### config.mk
export PLATFORM = sky130hd
export DESIGN_NAME = dut_fault_injector
export DESIGN_NICKNAME = d
export VERILOG_FILES = /design/src/rtl/dut_model_pkg.sv /design/src/rtl/dut_model_fault.sv
export SDC_FILE = /design/constraint.sdc
export NUM_CORES = 1
export LEC_CHECK = 0
export ABC_AREA = 0
export BUFFER_PORTS_ARGS = -buffer_cell sky130_fd_sc_hd__buf_2
export CAP_MARGIN = 25
export CORE_AREA = 2 2 130 69
export CTS_CLUSTER_SIZE = 12
export DETAILED_ROUTE_END_ITERATION = 10
export DIE_AREA = 0 0 132 71
export PLACE_DENSITY = 0.81
export SLEW_MARGIN = 20
export SYNTH_ARGS = -nofsm -noshare
export SYNTH_HDL_FRONTEND = slang
export SYNTH_SLANG_ARGS = --single-unit
### constraint.sdc
create_clock -name i_clk -period 5 [get_ports i_clk]
set_clock_uncertainty 0.1 [all_clocks]
set_input_delay 0.75 -clock i_clk [delete_from_list [all_inputs] [get_ports i_clk]]
set_output_delay 0.75 -clock i_clk [all_outputs]
set_load 0.01 [all_outputs]
### src/rtl/dut_model_pkg.sv
// dut_model_pkg: shared constants for the dut_model responder and its
// fault injector (operation encoding, pipeline limits, fault period width).
package dut_model_pkg;

  localparam logic OP_ADD = 1'b0;
  localparam logic OP_SUB = 1'b1;

  localparam int LATENCY_MAX    = 8;
  localparam int FAULT_PERIOD_W = 16;

endpackage

### src/rtl/dut_model_fault.sv
// dut_fault_injector: sits on the final pipeline stage of dut_model.
// Counts valid results, corrupts one bit of every Nth result and keeps a
// saturating tally of the faults that were actually presented on the output.
// Instantiated only when DUT_MODEL_FAULT_EN is defined.
module dut_fault_injector
  import dut_model_pkg::*;
#(
  parameter int WIDTH = 32
) (
  input  logic                      i_clk,
  input  logic                      i_rst,
  input  logic                      i_vld,
  input  logic [WIDTH-1:0]          i_result,
  input  logic                      i_inject,
  input  logic [FAULT_PERIOD_W-1:0] i_fault_period,
  input  logic [$clog2(WIDTH)-1:0]  i_fault_bit,
  input  logic                      i_fault_q,
  output logic [WIDTH-1:0]          o_result,
  output logic                      o_fault,
  output logic [WIDTH-1:0]          o_fault_ctr
);

  logic [FAULT_PERIOD_W-1:0] r_pcnt;
  logic [WIDTH-1:0]          r_fault_ctr;
  logic                      w_armed;
  logic                      w_hit;
  logic [WIDTH-1:0]          w_mask;

  function automatic logic [WIDTH-1:0] sat_inc(input logic [WIDTH-1:0] v);
    sat_inc = (v == '1) ? v : v + 1'b1;
  endfunction

  // ">=" rather than "==" so a period lowered below the current count
  // still fires on the very next valid result.
  assign w_armed = i_inject && (i_fault_period != '0);
  assign w_hit   = w_armed && i_vld && (r_pcnt >= (i_fault_period - 1'b1));

  // A bit index past the top of the word shifts the one out, so nothing is
  // inverted while the fault is still flagged and counted.
  assign w_mask   = {{(WIDTH-1){1'b0}}, 1'b1} << i_fault_bit;
  assign o_result = w_hit ? (i_result ^ w_mask) : i_result;
  assign o_fault  = w_hit;

  // Period counter: held at zero while disarmed, restarts after each fault.
  always_ff @(posedge i_clk or posedge i_rst) begin
    if (i_rst) begin
      r_pcnt <= '0;
    end else if (!w_armed) begin
      r_pcnt <= '0;
    end else if (i_vld) begin
      r_pcnt <= w_hit ? '0 : r_pcnt + 1'b1;
    end
  end

  // Fault tally follows the registered o_fault, so it lags it by one cycle.
  always_ff @(posedge i_clk or posedge i_rst) begin
    if (i_rst) begin
      r_fault_ctr <= '0;
    end else if (i_fault_q) begin
      r_fault_ctr <= sat_inc(r_fault_ctr);
    end
  end

  assign o_fault_ctr = r_fault_ctr;

endmodule

* After elaboration in Yosys (flattened, before gate mapping) *
Index checks and enable logic that the tools add are counted.

storage, ports and cells
  output and inout port bits = 65
  input port bits = 58
  register bits after elaboration = 48

cells by class
  order comparisons = 1
  muxes and demuxes = 4
  shift operators = 1
  equal/unequal tests = 2
  $add $sub $neg = 3
  reductions and logical operators = 5
  bitwise gates (word level) = 2

operators by type and width
  cell                   number
  $mux 16                3
  $add 32x1->32 const B  1
  $eq 32x32->1 const B   1
  $mux 32                1
  $shl 1x5->32 const A   1
  $xor 32x32->32         1
  $add 16x1->16 const B  1
  $ge 16x16->1           1
  $reduce_bool 16->1     1
  $sub 16x1->16 const B  1
  $logic_and 1x1->1      3
  $ne 2x2->1 const B     1
  $reduce_and 2->1       1
  $not 1->1              1

* Depth between registers and ports, before layout *
Gate-level depths: netlist of the first run.

  word-level depth = 7
  gate-level depth with buffers = 15
  gate-level depth less buffers = 13

* Least setup slack after synthesis of the first run *
Ideal clock, no wire load.

  path kind = input to output
  from = input port i_fault_period[7]
  to = output port o_result[29]
  arrival time = 3766 ps
  setup slack = 384 ps
  stages = 13
  required time = 4150 ps
  buffers on the path = 2
  cells stage by stage = or4_1 -> nor3_1 -> nor3b_1 -> xnor2_1 -> ha_1 -> a211oi_1 -> nor2_1 -> or4_1 -> a211oi_2 -> buf_2 -> buf_2 -> nor4_1 -> xor2_1

on the way
  cells in the longest elaborated chain, start to end = 5
  elaborated cells on any way between the ends = 7

ends and longest elaborated chain
  item                                                   line                   text
  start, declared                                        dut_model_fault.sv:15  input logic [FAULT_PERIOD_W-1:0] i_fault_period,
  branches (longest 3 deep; another with $sub 16x1->16)  --
  $logic_and 1x1->1 *                                    dut_model_fault.sv:36  assign w_hit = w_armed && i_vld && (r_pcnt >= (i_fault_period - 1'b1));
  $mux 32 *                                              dut_model_fault.sv:41  assign o_result = w_hit ? (i_result ^ w_mask) : i_result;
  end, declared                                          dut_model_fault.sv:18  output logic [WIDTH-1:0] o_result,

Mark *: on every way between the ends.

* Worst setup path after layout of the first run *
  from = input port i_fault_period[7]
  to = output port o_result[16]

The elaborated chain is that of the path after synthesis.

==> impl_metrics.env, run 1 <==
export IMPL_hp_class="reg2reg"
export IMPL_drive_gt1_frac=0.337
export IMPL_crit_fanout=9
export IMPL_drc=0
export IMPL_ant_nets=0
export IMPL_hp_start="o_fault_ctr[10]"
export IMPL_postSynthAreaPerCell_um2=9.07
export IMPL_period_share=0.966
export IMPL_clk_pin_slew_ns=0.06
export IMPL_crit_chain="buf_2 > or4_1 > nor3_2 > nor3b_2 > xnor2_1 > ha_1 > nand4_1 > nor3_2 > buf_4 > o311a_4 > a211oi_4 > buf_4 > clkbuf_16 > nor4b_1 > xor2_1 > buf_2"
export IMPL_final_setup_viol_count=0
export IMPL_yosysWarningCount=0
export IMPL_portBuffers=122
export IMPL_drtPass1Iterations=5
export IMPL_cap_viol_max_count=0
export IMPL_synth_edf_count=0
export IMPL_ys_ff_latch=48
export IMPL_yosysSeqAreaShare=0.331
export IMPL_timing_rr_start="r_pcnt[13]"
export IMPL_maxSlewViolCount=0
export IMPL_worst_setup_path_end_kind="primary output"
export IMPL_reg2reg_depth=10
export IMPL_ir_drop_v=0.000190
export IMPL_synthCells=400
export IMPL_worstHoldEndpoint="o_fault_ctr[10]"
export IMPL_cp_start_kind="input pin"
export IMPL_layout_min_cycle_time_ns=4.83
export IMPL_slew_headroom=0.461
export IMPL_num_rows=24
export IMPL_die_area_um2=9370
export IMPL_syn_area_um2=3630
export IMPL_reg2reg_slack_ns=1.83
export IMPL_clkLatencyLatePin_ns=0.28
export IMPL_reg2reg_to="r_pcnt[14]"
export IMPL_worstMarginPinSlew_ns=0.807
export IMPL_ios=123
export IMPL_antenna_cells=0
export IMPL_synth_cell_type_count=44
export IMPL_cts_made_buffers=5
export IMPL_pwr_share_clk=0.327
export IMPL_switching_share=0.300
export IMPL_clock_path_buffers=2
export IMPL_slowest_stage="or4_1"
export IMPL_die_h_um=71
export IMPL_floorplan_initialDensity=0.436
export IMPL_root_buffer="clkbuf_16"
export IMPL_pwr_share_comb=0.227
export IMPL_synthToLayoutAreaGrowth_pct=31.0
export IMPL_grt_overflow_total=0
export IMPL_setup_tns_ns=0
export IMPL_cts_tree="yes"
export IMPL_p_per_area_nw_per_um2=217
export IMPL_grt_usage=0.216
export IMPL_cts_sinks=48
export IMPL_synth_main_ff_cell="dfrtp_1"
export IMPL_crit_arrival_ns=3.98
export IMPL_cpPeakStageDelay_ns=0.55
export IMPL_worstPathRequired_ns=4.15
export IMPL_status="finished, final reports clean"
export IMPL_clock_tree_htree_level_count=2
export IMPL_grt_max_degree=49
export IMPL_power_switching_w=0.000310
export IMPL_hpwl_mm=7.95
export IMPL_grt_pass1_vias=3139
export IMPL_synthArstFlopShare=1.00
export IMPL_total_power_w=0.00103
export IMPL_vias_per_cell=5.76
export IMPL_p_seq_frac=0.446
export IMPL_criticalPathCategory="in2out"
export IMPL_leakage_nw=2.17
export IMPL_fp_dieW_um=132
export IMPL_hold_viol_final=0
export IMPL_synth_nets=477
export IMPL_core_um2=8320
export IMPL_gp_congestion=0.905
export IMPL_p_int_w=0.000721
export IMPL_wl_mm=10.7
export IMPL_hold_path_depth=1
export IMPL_vias=3696
export IMPL_antenna_found_initial=0
export IMPL_clock_fmax_ghz=0.207
export IMPL_wl_per_cell_um=16.7
export IMPL_first_iter_violations=505
export IMPL_grt_pass1_wl_mm=16.3
export IMPL_fin_nets=601
cells in the mapped netlist (2+ instances only):
cell type	number	share of area
nor2_1	21	0.022
a31oi_1	18	0.031
nand2b_1	2	0.0034
ha_1	19	0.066
nor2b_1	3	0.0052
buf_2	10	0.014
or3_1	2	0.0034
nor3b_1	3	0.0062
o21ai_1	2	0.0028
nor4b_1	10	0.024
and4_1	9	0.022
xnor2_1	35	0.085
inv_1	9	0.0093
nand3_1	31	0.043
a21oi_1	4	0.0055
nor3_1	16	0.022
dfrtp_1	48	0.33
o21ai_0	3	0.0041
xor2_1	42	0.10
and2_1	6	0.010
a22o_1	5	0.012
clkbuf_1	3	0.0031
nor4_1	22	0.038
nand2_1	27	0.028
buf_6	2	0.0062
nand3b_1	10	0.021
or4_1	2	0.0041
nand4_1	9	0.016
o22ai_1	2	0.0034
a31o_2	2	0.0048
and3_1	10	0.017
critical path, delay by kind of cell:
kind / cells / cell delay [ns]
AO/OA/AOI/OAI: 2 / 0.28
XOR/XNOR: 2 / 0.27
adder cells (fa/ha/maj): 1 / 0.29
buffers and inverters: 5 / 0.78
AND/OR/NAND/NOR: 6 / 1.60
per-stage QoR:
step	setup WS (ns)	hold slack (ns)	std cells	instance area, µm²	util
2_1_floorplan	0.384	0.398	400	3630	-
3_3_place_gp	0.168	0.372	630	4370	0.525
3_5_place_dp	0.125	0.384	630	4370	0.525
4_1_cts	0.107	0.395	638	4520	0.543
5_1_grt	-0.0344	0.427	642	4750	0.571
6_report	0.172	0.392	642	4750	0.571
worst max-delay path by stage:
stage | from | end | slack (ns) | cells past startpoint
after floorplan | i_fault_period[7] | o_result[29] | 0.38 | 13
after global placement | i_fault_period[7] | o_result[30] | 0.17 | 14
after detailed placement | i_fault_period[2] | o_result[5] | 0.12 | 15
after CTS | i_fault_period[2] | o_result[5] | 0.11 | 15
after global routing | i_fault_period[7] | o_result[4] | -0.03 | 16
final | i_fault_period[7] | o_result[16] | 0.17 | 16
power by group through the flow:
stage                     Clock, W  Sequential (W)  Combinational (W)
after global routing      0.000372        0.000466           0.000256
final                     0.000337        0.000459           0.000234
after global placement           0        0.000463           0.000218
after detailed placement         0        0.000466           0.000226
after CTS                 0.000345        0.000459           0.000227
after floorplan                  0        0.000470           0.000114
repair_timing:
| item | in CTS | in global routing |
|---|---|---|
| setup buffers | 0 | 1 |
| gates resized for setup | 0 | 29 |
| endpoints found under the setup margin | 0 | 32 |
| hold buffers | 0 | 0 |
routing by layer:
| metal | global-route usage | up-vias | part of all wire |
|---|---|---|---|
| met2 | 0.291 | 152 | 0.43 |
| met4 | 0.0266 | 0 | 0.0038 |
| met3 | 0.0502 | 7 | 0.083 |
| li1 | - | 1724 | - |
| met5 | 0 | - | 0 |
| met1 | 0.351 | 1813 | 0.48 |
layout make-up:
cell class	instances	area, µm²
fill	739	3570
multi-input combinational	327	2490
sequential	48	1200
timing repair buffer	133	724
tap	117	146
clock buffer	7	143
inverter	9	35.0
clock inverter	1	7.51
sequential cells by signal, indices dropped and copies added (netlist names):
signal	cells
o_fault_ctr	32
r_pcnt	16
cell usage in the layout, fill, tap and decap left out, types with 3 or more instances in the layout:
cell,count
nor4_2,13
dfrtp_1,48
buf_2,123
nor2b_1,3
nor2_1,21
nand2_1,27
xnor2_1,35
inv_1,8
nand3_1,31
and4_1,9
nor4b_2,8
o21ai_0,3
and2_1,6
nor3_1,13
buf_4,7
a21oi_1,4
nor3_2,3
nor4_1,8
a22o_1,5
xor2_1,42
and3_1,10
ha_1,19
a31oi_1,18
nand3b_1,10
nand4_1,9
clkbuf_16,6
logic make-up (layout without fill, tap and decap cells):
group	after synthesis	in the layout	share of synthesized area
multiplexers	1	1	0.00310
XOR/XNOR	77	77	0.186
flip-flops	48	48	0.331
AND/OR/NAND/NOR	189	189	0.303
adder cells (fa/ha/maj)	19	19	0.0655
buffers and inverters	25	150	0.0338
AO/OA/AOI/OAI	41	41	0.0773
Power figures use the tool's default switching activity.
==> run 2, diff against run 1 <==
CELL_PAD_IN_SITES_DETAIL_PLACEMENT = 1   (was default)
CELL_PAD_IN_SITES_GLOBAL_PLACEMENT = 1   (was default)
CORE_AREA = 2 2 142 75   (was 2 2 130 69)
DIE_AREA = 0 0 144 77   (was 0 0 132 71)
PLACE_DENSITY = 0.89   (was 0.81)
==> run 2 against run 1 <==
The run now ends with setup timing left. First-iteration DRC count fell by 33%. Sequential share of layout area is 1.4 points lower. Critical path depth is the same. Combinational power increased by 10%. Cell area increased by 6.1%. Sequential power increased by 2%. Register-to-register slack lost 0.04 ns.
==> impl_metrics.env, run 2 (same netlist as run 1, synthesis figures left out) <==
export IMPL_status="complete, but fails checks"
export IMPL_violations="setup timing"
export IMPL_grt_overflow_total=0
export IMPL_wl_met1_mm=6.80
export IMPL_hold_viol_final=0
export IMPL_wl_per_cell_um=22.1
export IMPL_crit_fanout=16
export IMPL_clock_fmax_ghz=0.197
export IMPL_fin_nets=607
export IMPL_route_met2_wl_mm=7.03
export IMPL_period_share=1.01
export IMPL_die_area_um2=11100
export IMPL_antenna_found_initial=1
export IMPL_fp_dieW_um=144
export IMPL_p_per_area_nw_per_um2=212
export IMPL_die_h_um=77
export IMPL_num_rows=26
export IMPL_hpwl_mm=10.1
export IMPL_clock_tree_htree_level_count=2
export IMPL_largest_register_ffs=32
export IMPL_pwr_share_comb=0.241
export IMPL_vias_per_cell=5.81
export IMPL_floorplan_initialDensity=0.368
export IMPL_leakage_nw=2.32
export IMPL_hp_class="reg2reg"
export IMPL_clk_pin_slew_ns=0.07
export IMPL_setup_ws_ns=-0.0654
export IMPL_core_um2=9860
export IMPL_worstMarginPinSlew_ns=0.850
export IMPL_final_common_cell="buf_2"
export IMPL_setup_tns_ns=-0.293
export IMPL_p_int_w=0.000723
export IMPL_wl_met3_um=749
export IMPL_slew_headroom=0.433
export IMPL_cts_sinks=48
export IMPL_layout_min_cycle_time_ns=5.07
export IMPL_hold_buffers=0
export IMPL_crit_arrival_ns=4.22
export IMPL_root_buffer="clkbuf_16"
export IMPL_drc=0
export IMPL_startpoint="i_fault_period[2]"
export IMPL_wl_mm=14.9
export IMPL_portBuffers=122
export IMPL_gp_congestion=0.826
export IMPL_grt_max_degree=49
export IMPL_ir_drop_v=0.000174
export IMPL_synthToLayoutAreaGrowth_pct=38.9
export IMPL_final_setup_viol_count=16
export IMPL_clock_path_buffers=2
export IMPL_first_iter_violations=338
export IMPL_drtPass1Iterations=4
export IMPL_criticalPathCategory="in2out"
export IMPL_grt_pass1_wl_mm=21.5
export IMPL_hp_start="o_fault_ctr[10]"
export IMPL_ios=123
export IMPL_total_power_w=0.00107
export IMPL_worst_setup_path_end_kind="primary output"
export IMPL_worstPathRequired_ns=4.15
export IMPL_clkLatencyLatePin_ns=0.29
export IMPL_p_seq_frac=0.436
export IMPL_switching_share=0.325
export IMPL_power_switching_w=0.000348
export IMPL_top_layer_used="met4"
export IMPL_cap_viol_max_count=0
export IMPL_vias=3905
export IMPL_cts_tree="yes"
export IMPL_holdWs_ns=0.396
export IMPL_grt_pass1_vias=4027
export IMPL_layout_common_cells="120 x buf_2, 48 x dfrtp_1, 42 x xor2_1"
export IMPL_timing_rr_start="r_pcnt[13]"
export IMPL_pwr_share_clk=0.323
export IMPL_cp_start_kind="input pin"
export IMPL_drive_gt1_frac=0.371
export IMPL_ant_nets=0
export IMPL_cts_made_buffers=5
export IMPL_maxSlewViolCount=0
export IMPL_grt_usage=0.247
[run 2: cell count changes in the layout (fill, tap and decap cells not counted), sizes merged]
cell / change
diode: +1
buf: +5
clkinv: +2
clkinvlp: -1
[run 2: power by group through the flow]
stage,registers [W],logic [W],clock network (W)
final,0.000467,0.000258,0.000346
after global routing,0.000471,0.000281,0.000370
after CTS,0.000465,0.000241,0.000355
after detailed placement,0.000471,0.000237,0
after global placement,0.000465,0.000218,0
after floorplan,0.000470,0.000114,0
[run 2: critical path: stages]
cell and delay (ns):
buf_2 0.13, nor2_1 0.19, nand3_1 0.14, or3_4 0.39, nor3b_4 0.26, xnor2_2 0.12
ha_1 0.34, a211oi_2 0.21, nor2_1 0.10, or4_4 0.56, a211oi_4 0.21, buf_4 0.18
buf_16 0.17, nor4b_2 0.08, xor2_1 0.21, buf_2 0.17
[run 2: stage by stage]
step,instances,instance area (µm²),util,setup slack [ns]
6_report,672,5040,0.511,-0.0654
5_1_grt,672,5040,0.511,-0.128
4_1_cts,666,4700,0.476,0.00306
3_5_place_dp,655,4410,0.448,-0.181
3_3_place_gp,655,4410,0.448,0.0742
2_1_floorplan,400,3630,-,0.384
[run 2: layout make-up]
| cell class | count | area, µm² |
|---|---|---|
| fillers | 1167 | 4820 |
| multi-input cells | 327 | 2660 |
| flip-flops and latches | 48 | 1200 |
| repair buffers | 139 | 818 |
| well taps | 140 | 175 |
| clock buffers | 6 | 139 |
| inverters | 9 | 35.0 |
| clock inverters | 2 | 10.0 |
| diodes | 1 | 2.50 |
[run 2: routing by layer]
metal,vias up,track usage
li1,1729,-
met1,2006,0.346
met2,140,0.385
met3,30,0.0650
met4,0,0.0510
met5,-,0
[run 2: timing repair]
action / CTS / global route
buffers inserted: 2 / 3
endpoints found under the setup margin: 32 / 32
cloned: 1 / 2
resized for setup: 15 / 42
pin swaps: 0 / 12
[run 2: path summary, 6_finish.rpt]
path / to / slack (ns) / cells past startpoint
worst max-delay path: o_result[18] / -0.07 / 16
worst min register to register: o_fault_ctr[10] / 0.40 / 1
min in group asynchronous: o_fault_ctr[14] / 0.50 / 2
max in group asynchronous: r_pcnt[3] / 3.80 / 2
worst min-delay path: o_fault_ctr[10] / 0.40 / 1
worst max register to register: r_pcnt[1] / 1.79 / 10
